===== src/rtl/frame_sequencer_if.sv =====
// Handshake bundle between the frame sequencer and the ColorChord back-end stages.
// master is the sequencer side; slave is the DFT/NoteFinder/visualizer/LED side.
interface frame_sequencer_if;
  logic        sampleRead;
  logic        nfStart;
  logic        nfFinished;
  logic        visStart;
  logic        visDone;
  logic        ledStart;
  logic        ledDone;
  logic        busy;
  logic [15:0] frameCount;
  logic [7:0]  overrunCount;
  logic        timeoutErr;

  modport master (
    input  sampleRead, nfFinished, visDone, ledDone,
    output nfStart, visStart, ledStart, busy, frameCount, overrunCount, timeoutErr
  );

  modport slave (
    output sampleRead, nfFinished, visDone, ledDone,
    input  nfStart, visStart, ledStart, busy, frameCount, overrunCount, timeoutErr
  );
endinterface


===== src/rtl/frame_sequencer.sv =====
// Sequences one frame through NoteFinder -> visualizer -> LED driver, triggered by a
// decimated DFT sample pulse, with overrun counting and a per-stage watchdog.
module frame_sequencer #(
  parameter int NF_START_DELAY = 4,
  parameter int FRAME_DIV      = 16,
  parameter int TIMEOUT        = 1048575
) (
  input  logic clk,
  input  logic rst,
  frame_sequencer_if.master bus
);

  localparam int              WD_W       = $clog2(TIMEOUT + 1);
  localparam logic [15:0]     DIV_LAST   = 16'(FRAME_DIV - 1);
  localparam logic [3:0]      DELAY_LAST = 4'(NF_START_DELAY - 1);
  localparam logic [WD_W-1:0] WD_LAST    = WD_W'(TIMEOUT - 1);

  typedef enum logic [2:0] {IDLE, DELAY, NF_RUN, VIS_RUN, LED_RUN} state_t;

  state_t            r_state;
  logic [15:0]       r_div;
  logic [3:0]        r_delay;
  logic [WD_W-1:0]   r_wd;
  logic              r_nfStart;
  logic              r_visStart;
  logic              r_ledStart;
  logic              r_busy;
  logic              r_timeoutErr;
  logic [15:0]       r_frameCount;
  logic [7:0]        r_overrunCount;

  logic w_trigger;
  logic w_running;
  logic w_done;

  assign w_trigger = bus.sampleRead && (r_div == DIV_LAST);
  assign w_running = r_state inside {NF_RUN, VIS_RUN, LED_RUN};
  // nfFinished in the nfStart cycle belongs to the previous frame's level, so it is ignored
  assign w_done    = ((r_state == NF_RUN)  && bus.nfFinished && !r_nfStart) ||
                     ((r_state == VIS_RUN) && bus.visDone) ||
                     ((r_state == LED_RUN) && bus.ledDone);

  always_ff @(posedge clk) begin
    if (rst) begin
      r_div <= '0;
    end else if (bus.sampleRead) begin
      r_div <= w_trigger ? 16'd0 : r_div + 16'd1;
    end
  end

  always_ff @(posedge clk) begin
    if (rst) begin
      r_state        <= IDLE;
      r_delay        <= '0;
      r_wd           <= '0;
      r_nfStart      <= 1'b0;
      r_visStart     <= 1'b0;
      r_ledStart     <= 1'b0;
      r_busy         <= 1'b0;
      r_timeoutErr   <= 1'b0;
      r_frameCount   <= '0;
      r_overrunCount <= '0;
    end else begin
      r_nfStart  <= 1'b0;
      r_visStart <= 1'b0;
      r_ledStart <= 1'b0;

      if (w_trigger && (r_state != IDLE) && (r_overrunCount != 8'hFF))
        r_overrunCount <= r_overrunCount + 8'd1;

      // Watchdog only runs while waiting on a stage; expiry abandons the frame silently
      if (w_running && !w_done) begin
        if (r_wd == WD_LAST) begin
          r_state      <= IDLE;
          r_busy       <= 1'b0;
          r_timeoutErr <= 1'b1;
          r_wd         <= '0;
        end else begin
          r_wd <= r_wd + WD_W'(1);
        end
      end

      case (r_state)
        IDLE: begin
          if (w_trigger) begin
            r_busy <= 1'b1;
            r_wd   <= '0;
            if (NF_START_DELAY == 1) begin
              r_state   <= NF_RUN;
              r_nfStart <= 1'b1;
            end else begin
              r_state <= DELAY;
              r_delay <= 4'd1;
            end
          end
        end
        DELAY: begin
          if (r_delay == DELAY_LAST) begin
            r_state   <= NF_RUN;
            r_nfStart <= 1'b1;
          end else begin
            r_delay <= r_delay + 4'd1;
          end
        end
        NF_RUN: begin
          if (w_done) begin
            r_state    <= VIS_RUN;
            r_visStart <= 1'b1;
            r_wd       <= '0;
          end
        end
        VIS_RUN: begin
          if (w_done) begin
            r_state    <= LED_RUN;
            r_ledStart <= 1'b1;
            r_wd       <= '0;
          end
        end
        LED_RUN: begin
          if (w_done) begin
            r_state      <= IDLE;
            r_busy       <= 1'b0;
            r_frameCount <= r_frameCount + 16'd1;
            r_wd         <= '0;
          end
        end
        default: begin
          r_state <= IDLE;
          r_busy  <= 1'b0;
        end
      endcase
    end
  end

  assign bus.nfStart      = r_nfStart;
  assign bus.visStart     = r_visStart;
  assign bus.ledStart     = r_ledStart;
  assign bus.busy         = r_busy;
  assign bus.frameCount   = r_frameCount;
  assign bus.overrunCount = r_overrunCount;
  assign bus.timeoutErr   = r_timeoutErr;

endmodule


===== src/flat_wrapper.sv =====
// flat-port wrapper written by rule: the top's interface ports become plain ports
module frame_sequencer_flat 
#(
  parameter int NF_START_DELAY = 4,
  parameter int FRAME_DIV      = 16,
  parameter int TIMEOUT        = 1048575
)
  (clk, rst, bus_sampleRead, bus_nfFinished, bus_visDone, bus_ledDone, bus_nfStart, bus_visStart, bus_ledStart, bus_busy, bus_frameCount, bus_overrunCount, bus_timeoutErr);
  frame_sequencer_if bus_i ();
  input  logic clk;
  input  logic rst;
  input wire logic [$bits(bus_i.sampleRead)-1:0] bus_sampleRead;
  input wire logic [$bits(bus_i.nfFinished)-1:0] bus_nfFinished;
  input wire logic [$bits(bus_i.visDone)-1:0] bus_visDone;
  input wire logic [$bits(bus_i.ledDone)-1:0] bus_ledDone;
  output wire logic [$bits(bus_i.nfStart)-1:0] bus_nfStart;
  output wire logic [$bits(bus_i.visStart)-1:0] bus_visStart;
  output wire logic [$bits(bus_i.ledStart)-1:0] bus_ledStart;
  output wire logic [$bits(bus_i.busy)-1:0] bus_busy;
  output wire logic [$bits(bus_i.frameCount)-1:0] bus_frameCount;
  output wire logic [$bits(bus_i.overrunCount)-1:0] bus_overrunCount;
  output wire logic [$bits(bus_i.timeoutErr)-1:0] bus_timeoutErr;
  assign bus_i.sampleRead = bus_sampleRead;
  assign bus_i.nfFinished = bus_nfFinished;
  assign bus_i.visDone = bus_visDone;
  assign bus_i.ledDone = bus_ledDone;
  assign bus_nfStart = bus_i.nfStart;
  assign bus_visStart = bus_i.visStart;
  assign bus_ledStart = bus_i.ledStart;
  assign bus_busy = bus_i.busy;
  assign bus_frameCount = bus_i.frameCount;
  assign bus_overrunCount = bus_i.overrunCount;
  assign bus_timeoutErr = bus_i.timeoutErr;
  frame_sequencer #(.NF_START_DELAY(NF_START_DELAY), .FRAME_DIV(FRAME_DIV), .TIMEOUT(TIMEOUT)) u_core (.clk(clk), .rst(rst), .bus(bus_i));
endmodule

===== config.mk =====
export PLATFORM = sky130hd
export DESIGN_NAME = frame_sequencer_flat
export DESIGN_NICKNAME = d
export VERILOG_FILES = /design/src/rtl/frame_sequencer_if.sv /design/src/rtl/frame_sequencer.sv /design/src/flat_wrapper.sv
export SDC_FILE = /design/constraint.sdc
export NUM_CORES = 1
export LEC_CHECK = 0
export CAP_MARGIN = 20
export CORE_MARGIN = 5
export CORE_UTILIZATION = 50
export CTS_CLUSTER_SIZE = 20
export DETAILED_ROUTE_END_ITERATION = 6
export GPL_ROUTABILITY_DRIVEN = 0
export HOLD_SLACK_MARGIN = 0.03
export PLACE_DENSITY = 0.68
export RECOVER_POWER = 25
export SYNTH_ARGS = -nofsm -noshare
export SYNTH_HDL_FRONTEND = slang
export SYNTH_SLANG_ARGS = --single-unit

===== constraint.sdc =====
create_clock -name clk -period 5.2 [get_ports clk]
set_input_delay 1.04 -clock clk [delete_from_list [all_inputs] [get_ports clk]]
set_output_delay 1.04 -clock clk [all_outputs]
set_load 0.01 [all_outputs]

==> results of run 1 <==
-- cell usage after synthesis (2+ instances only) --
master	n
dfxtp_1	72
nor2_1	54
xnor2_1	27
nand2_1	25
nand4_1	19
nor3_1	19
a21oi_1	17
xor2_1	17
nand3_1	16
or3_1	15
clkbuf_1	12
inv_1	11
o21ai_1	7
ha_1	6
nand2b_1	6
nor4_1	5
and3_1	4
nand3b_1	4
nor2b_1	4
nor3b_1	4
o21ai_0	4
or4_1	4
or4_4	4
a31oi_1	3
and4_1	3
nor4_2	3
o31a_1	3
a211oi_1	2
a311oi_1	2
buf_2	2
mux2i_1	2
nor3_2	2
o31ai_1	2
or4b_1	2
-- layout by cell type, fill, tap and decap left out, types with 15 or more instances in the layout --
cell type,instances
nor2_1,54
or3_1,15
nand3_1,16
dlygate4sd3_1,20
xor2_1,17
a21oi_1,17
xnor2_1,27
nor3_1,19
nand2_1,25
dfxtp_1,72
nand4_1,19
-- power groups by stage --
stage	Sequential, uW	Clock (uW)	Combinational (uW)
finish	558	430	23.8
detailed placement	570	0	24.5
global placement	570	0	24.4
floorplan	570	0	15.6
global route	558	473	26.4
CTS	557	446	24.6
-- cells by family (layout without fill, tap and decap cells) --
logic type	Yosys count	after routing	synth area share, %
AOI/OAI and AO/OA	44	44	8.00
DFF	72	72	42.3
buffers and inverters	27	64	3.27
xor gates and xnor gates	44	44	11.3
muxes	2	2	0.587
adders and majority gates	6	6	2.20
and+or+nand+nor	199	199	32.4
-- flip-flops by register name, summed over array words and instances, names as in the netlist --
signal,cells
u_core.bus.frameCount,16
u_core.bus.visStart,1
u_core.bus.busy,1
u_core.bus.nfStart,1
u_core.r_wd,20
u_core.bus.ledStart,1
u_core.bus.timeoutErr,1
u_core.bus.overrunCount,8
u_core.r_div,16
u_core.r_delay,4
u_core.r_state,3
-- path summary, 6_finish.rpt --
path | from | to | slack [ps] | cells past startpoint
worst min-delay path | u_core.bus.timeoutErr | u_core.bus.timeoutErr | 440 | 2
worst max register to register | u_core.r_state[0] | u_core.r_wd[14] | 2560 | 5
worst min register to register | u_core.bus.timeoutErr | u_core.bus.timeoutErr | 440 | 2
worst max-delay path | bus_ledDone | u_core.r_wd[14] | 1800 | 6
-- critical path: stages --
cell and delay [ps]:
dlygate4sd3_1 580, or4b_1 520, o31a_1 300, or4b_1 690, o21ai_2 350, nor2_1 120
-- through the flow --
step / hold WS, ps / total power (uW)
after global routing: 474 / 1060
after detailed placement: 444 / 595
final: 444 / 1010
after CTS: 453 / 1030
after floorplan: 463 / 585
after global placement: 475 / 595
-- per-layer routing --
layer / share of wire, % / GRT usage (%)
met4: 1.1 / 5.57
met5: 0 / 0
met1: 50 / 22.2
met3: 3.8 / 5.44
met2: 45 / 25.9
-- final cells by class --
class	instances	area (sq um)
fillers	627	2730
multi-input cells	295	1860
flip-flops and latches	72	1440
repair buffers	37	355
clock buffers	9	124
well taps	80	100
clock inverters	7	72.6
inverters	11	41.3
==> impl_results.md, run 1 <==
* H-tree Lvls at 3
* DIE WIDTH at 92.6 um
* Final core occ at 59.4%
* Post-DR vias/cell at 5.46
* Async set-reset flop share out of synthesis at 0%
* All-Layer GR Usage at 16.8%
* Fin. Hold Viols at 0
* WL final at 6.71 mm
* P_leak at 0.00135 uW
* Fraction of layout instances using a drive strength above 1 at 6.96%
* Total grt overflow at 0
* Fin worst setup slack at 1800 ps
* Slew Limit Fails at 0
* Vias in the first global route at 2549
* Setup tns final at 0 ps
* Synth Register Bits at 72
* Post-DP HPWL at 4.83 mm
* Synth unique cells at 46
* Synth Cell Area at 3410 sq um
* Postcts setup bufs at 0
* Io pins at 35
* CTS clk-pin slew, worst paths at 70 ps
* Endpoints failing setup at 0
* Number of remaining DRC errors at 0
* Flop pwr share at 55.1%
* Post-synth EDFFs at 0
* Worst relative slew slack at 39.6%
* Routed Antenna Nets at 0
* Antenna Cells at 0
* Fmax at 0.294 GHz
* Cell Pwr Density at 253 nW/um^2
* Cell count after placement at 495
* Layout net count at 438
* First-pass GRT wire length at 11.7 mm
* Core area at 6720 sq um
* Worst-margin pin slew at 905 ps
* RSZ-0062 raised after global routing: false
* Num rows at 30
* Sw Pwr at 228 uW
* CP required at 5410 ps
* Via count at 2792
* Initial Util at 50.7%
* Combinational power share at 2.4%
* Worst vdd ir at 0.155 mV
* Max Cap Violations at 0
* TritonRoute pass-1 iters at 4
* Total CTS buffers at 9
* Cell taking the most area after synthesis: dfxtp_1
* Syn avg cell area at 8.65 sq um
* Main flop type after synthesis: dfxtp_1
* Min-Delay Path Class: reg2reg
* CP Max Fanout at 18
* Max Clock Skew at 3.59 ps
* Resize count post-CTS at 0
* CTS tree: yes
* Root Driver: clkbuf_8
* Pre-CTS setup slack at 1550 ps
* CP Class: in2reg
* Startpoint type of the worst setup path: primary input
* I/O Buffers at 34
* Iter 0 DRT Violations at 81
* DIE HEIGHT at 92.6 um
* Max clock buf depth at 2
* Dpl cell area at 3800 sq um
* Non-filler instance count after layout at 511
* Largest net degree at the start of global routing at 21
* Final period utilization at 65.4%
* Mapped Cells at 394
* Syn nets at 406
* P_int at 784 uW
* Initial antenna violation count at 0
* Clk sinks at 72
* Worst-Skew Late Latency at 340 ps
* Clk pwr share at 42.5%
* Design area at 3990 sq um
* Synth top area share at 42.3%
* Arr. time, crit path at 3610 ps
* Yosys warning total at 0
* CTS Hold Buffers Added at 0
* Shortest period the worst path allows at 3400 ps
* Die area at 8570 sq um
* Post-synthesis sequential area ratio at 42.3%
* Critical Path End Type: flop
* Layout area overhead at 17.1%
* Wire per inst at 13.1 um
* Outcome: finished, final reports clean
* Synth top area cells: dfxtp_1, xnor2_1, nor2_1
* Switching Share at 22.5%
(Power assumes the default switching activity.)
==> inputs of run 2 (changes only) <==
--- a/config.mk
+++ b/config.mk
@@ -12,7 +12,7 @@
 export DETAILED_ROUTE_END_ITERATION = 6
 export GPL_ROUTABILITY_DRIVEN = 0
 export HOLD_SLACK_MARGIN = 0.03
-export PLACE_DENSITY = 0.68
+export PLACE_DENSITY = 0.7
 export RECOVER_POWER = 25
 export SYNTH_ARGS = -nofsm -noshare
 export SYNTH_HDL_FRONTEND = slang
==> constraint.sdc (replaced) <==
create_clock -name clk -period 2.96 [get_ports clk]
set_input_delay 0.592 -clock clk [delete_from_list [all_inputs] [get_ports clk]]
set_output_delay 0.592 -clock clk [all_outputs]
set_load 0.01 [all_outputs]
==> run 2 against run 1 <==
Against the previous run: power rose by 69%; largest cell class unchanged; non-clock buffer count rose by 8; via count grew 3.3%; global-route usage rose by 0.64 points.
==> impl_results.md, run 2 (synthesis results as in run 1) <==
* Worst relative slew slack at 49.0% (+9.3 points)
* Arr. time, crit path at 3020 ps (-590 ps)
* Non-filler instance count after layout at 519 (+1.6%)
* Wire per inst at 13.6 um (+3.8%)
* CP required at 3230 ps (-2180 ps)
* Met3 wire length at 250 um (-1.6%)
* Number of remaining DRC errors at 0 (unchanged)
* Fmax at 0.364 GHz
* Final period utilization at 92.8%
* Clk pwr share at 40.1% (-2.4 points)
* Cell count after placement at 503 (+1.6%)
* Hold Crit Start: u_core.bus.timeoutErr
* Layout net count at 446 (+1.8%)
* Die area at 8570 sq um (unchanged)
* Dpl cell area at 3860 sq um (+1.6%)
* Combinational power share at 2.6% (+0.2 points)
* Iter 0 DRT Violations at 120 (+48%)
* Resize count post-CTS at 0 (unchanged)
* Sw Pwr at 398 uW (+75%)
* M1 WL at 3.59 mm (+6.6%)
* Total CTS buffers at 9 (unchanged)
* Met2 wire length at 3.09 mm (+2.5%)
* CTS clk-pin slew, worst paths at 70 ps (about the same)
* DIE HEIGHT at 92.6 um (unchanged)
* CP Class: in2reg
* Num rows at 30 (unchanged)
* Via count at 2883 (+3.3%)
* Endpoints failing setup at 0 (unchanged)
* Largest net degree at the start of global routing at 30 (+43%)
* CTS Hold Buffers Added at 0 (unchanged)
* Max Cap Violations at 0 (unchanged)
* Io pins at 35 (unchanged)
* Power, Total at 1710 uW (+69%)
* Fin. Hold Viols at 0 (unchanged)
* Total grt overflow at 0 (unchanged)
* Postcts setup bufs at 0 (unchanged)
* Cell Pwr Density at 426 nW/um^2 (+68%)
* RSZ-0062 raised after global routing: false
* Startpoint type of the worst setup path: primary input
* CTS tree: yes
* TritonRoute pass-1 iters at 4 (unchanged)
* DIE WIDTH at 92.6 um (unchanged)
* Critical Path End Type: flop
* CP Launch Point: bus_ledDone
* Flop pwr share at 57.4% (+2.3 points)
* P_leak at 0.00134 uW (-0.81%)
* Vias in the first global route at 2663 (+4.5%)
* Max clock buf depth at 2 (unchanged)
* Switching Share at 23.3% (+0.77 points)
* Sequential Area at 1440 sq um (unchanged)
* Final core occ at 59.7% (+0.26 points)
* Biggest register: u_core.r_wd
* Initial antenna violation count at 0 (unchanged)
* RR Startpoint: u_core.r_div[8]
* Clk sinks at 72 (unchanged)
* Worst-Skew Late Latency at 340 ps (about the same)
* Antenna Cells at 0 (unchanged)
* Most frequent cells in the layout: dfxtp_1, nor2_1, xnor2_1, nand2_1, clkdlybuf4s50_1
* Outcome: finished, final reports clean
* Core area at 6720 sq um (unchanged)
* Shortest period the worst path allows at 2750 ps
* Post-DP HPWL at 4.89 mm (+1.3%)
* WL final at 7.07 mm (+5.4%)
* Max layer used: met4
* Fill cells at 608 (-3.0%)
* P_int at 1310 uW (+67%)
* Root Driver: clkbuf_8
* All-Layer GR Usage at 17.5% (+0.64 points)
* Min-Delay Path Depth at 2 (unchanged)
* Multi-input gate area at 1850 sq um (-0.61%)
* Slew Limit Fails at 0 (unchanged)
* Flip-flop count of the largest register after layout at 20 (unchanged)
* Worst vdd ir at 0.254 mV (+64%)
* First-pass GRT wire length at 12.2 mm (+5.0%)
* Worst-margin pin slew at 766 ps (-140 ps)
* Routed Antenna Nets at 0 (unchanged)
* I/O Buffers at 34 (unchanged)
* Fraction of layout instances using a drive strength above 1 at 7.74% (+0.78 points)
* Most common cell after layout, fill and taps aside: dfxtp_1
* Design area at 4010 sq um (+0.44%)
* H-tree Lvls at 3 (unchanged)
* Depth of the most critical reg-to-reg path at 5 (unchanged)
* CP Max Fanout at 7 (-11)
* Min-Delay Path Class: reg2reg
* Initial Util at 50.7% (unchanged)
* Post-DR vias/cell at 5.55 (+1.7%)
* Layout area overhead at 17.6%
* Max Clock Skew at 7.90 ps (+4.31 ps)
-- run 2: changes by cell type in the layout (fill, tap and decap cells not counted) --
cell | previous run | this run
clkdlybuf4s50_1 | 14 | 21
dlygate4sd3_1 | 20 | 13
buf_4 | 1 | 7
clkbuf_1 | 2 | 4
clkinv_2 | 2 | 4
clkinv_4 | 2 | 0
bufinv_16 | 1 | 0
clkbuf_8 | 9 | 10
o41ai_1 | 0 | 1
o41ai_2 | 1 | 0
or4_1 | 4 | 5
or4_4 | 4 | 3
-- run 2: layout make-up --
class	count	share of cell area (%)
Clock buffer	10	3.43
Timing Repair Buffer	45	10.2
Clock inverter	6	0.874
Tap cell	80	2.50
Multi-Input combinational cell	295	46.0
Sequential cell	72	36.0
Inverter	11	1.03
-- run 2: worst max-delay path, stage by stage --
cell and delay [ps]:
dlygate4sd3_1 540, or4b_1 520, o31a_1 190, or4_1 670, or3_1 350, a21oi_1 150
-- run 2: metrics by stage --
| stage | TNS, ps | hold slack [ps] | setup slack, ps |
|---|---|---|---|
| 4_1_cts | 0 | 461 | 351 |
| 2_1_floorplan | 0 | 463 | 508 |
| 5_1_grt | 0 | 483 | 134 |
| 6_report | 0 | 446 | 213 |
| 3_5_place_dp | -7.35 | 449 | -7.35 |
| 3_3_place_gp | 0 | 443 | 83.1 |
-- run 2: power by group through the flow --
stage	Sequential [uW]	Clock (uW)	Combinational (uW)
2_1_floorplan	1000	0	27.5
3_3_place_gp	1000	0	45.9
3_5_place_dp	1000	0	46.4
4_1_cts	979	700	46.9
5_1_grt	980	747	48.8
6_report	979	684	43.6
-- run 2: final timing paths --
path,end,slack [ps]
worst min-delay path,u_core.bus.timeoutErr,450
worst max register to register,u_core.r_wd[14],440
worst max-delay path,u_core.r_wd[17],210
worst min register to register,u_core.bus.timeoutErr,450
-- run 2: metal layers --
| layer | global-route usage, % | vias up |
|---|---|---|
| met3 | 3.82 | 11 |
| li1 | - | 1480 |
| met5 | 0 | - |
| met4 | 8.04 | 0 |
| met2 | 26.4 | 45 |
| met1 | 23.7 | 1347 |
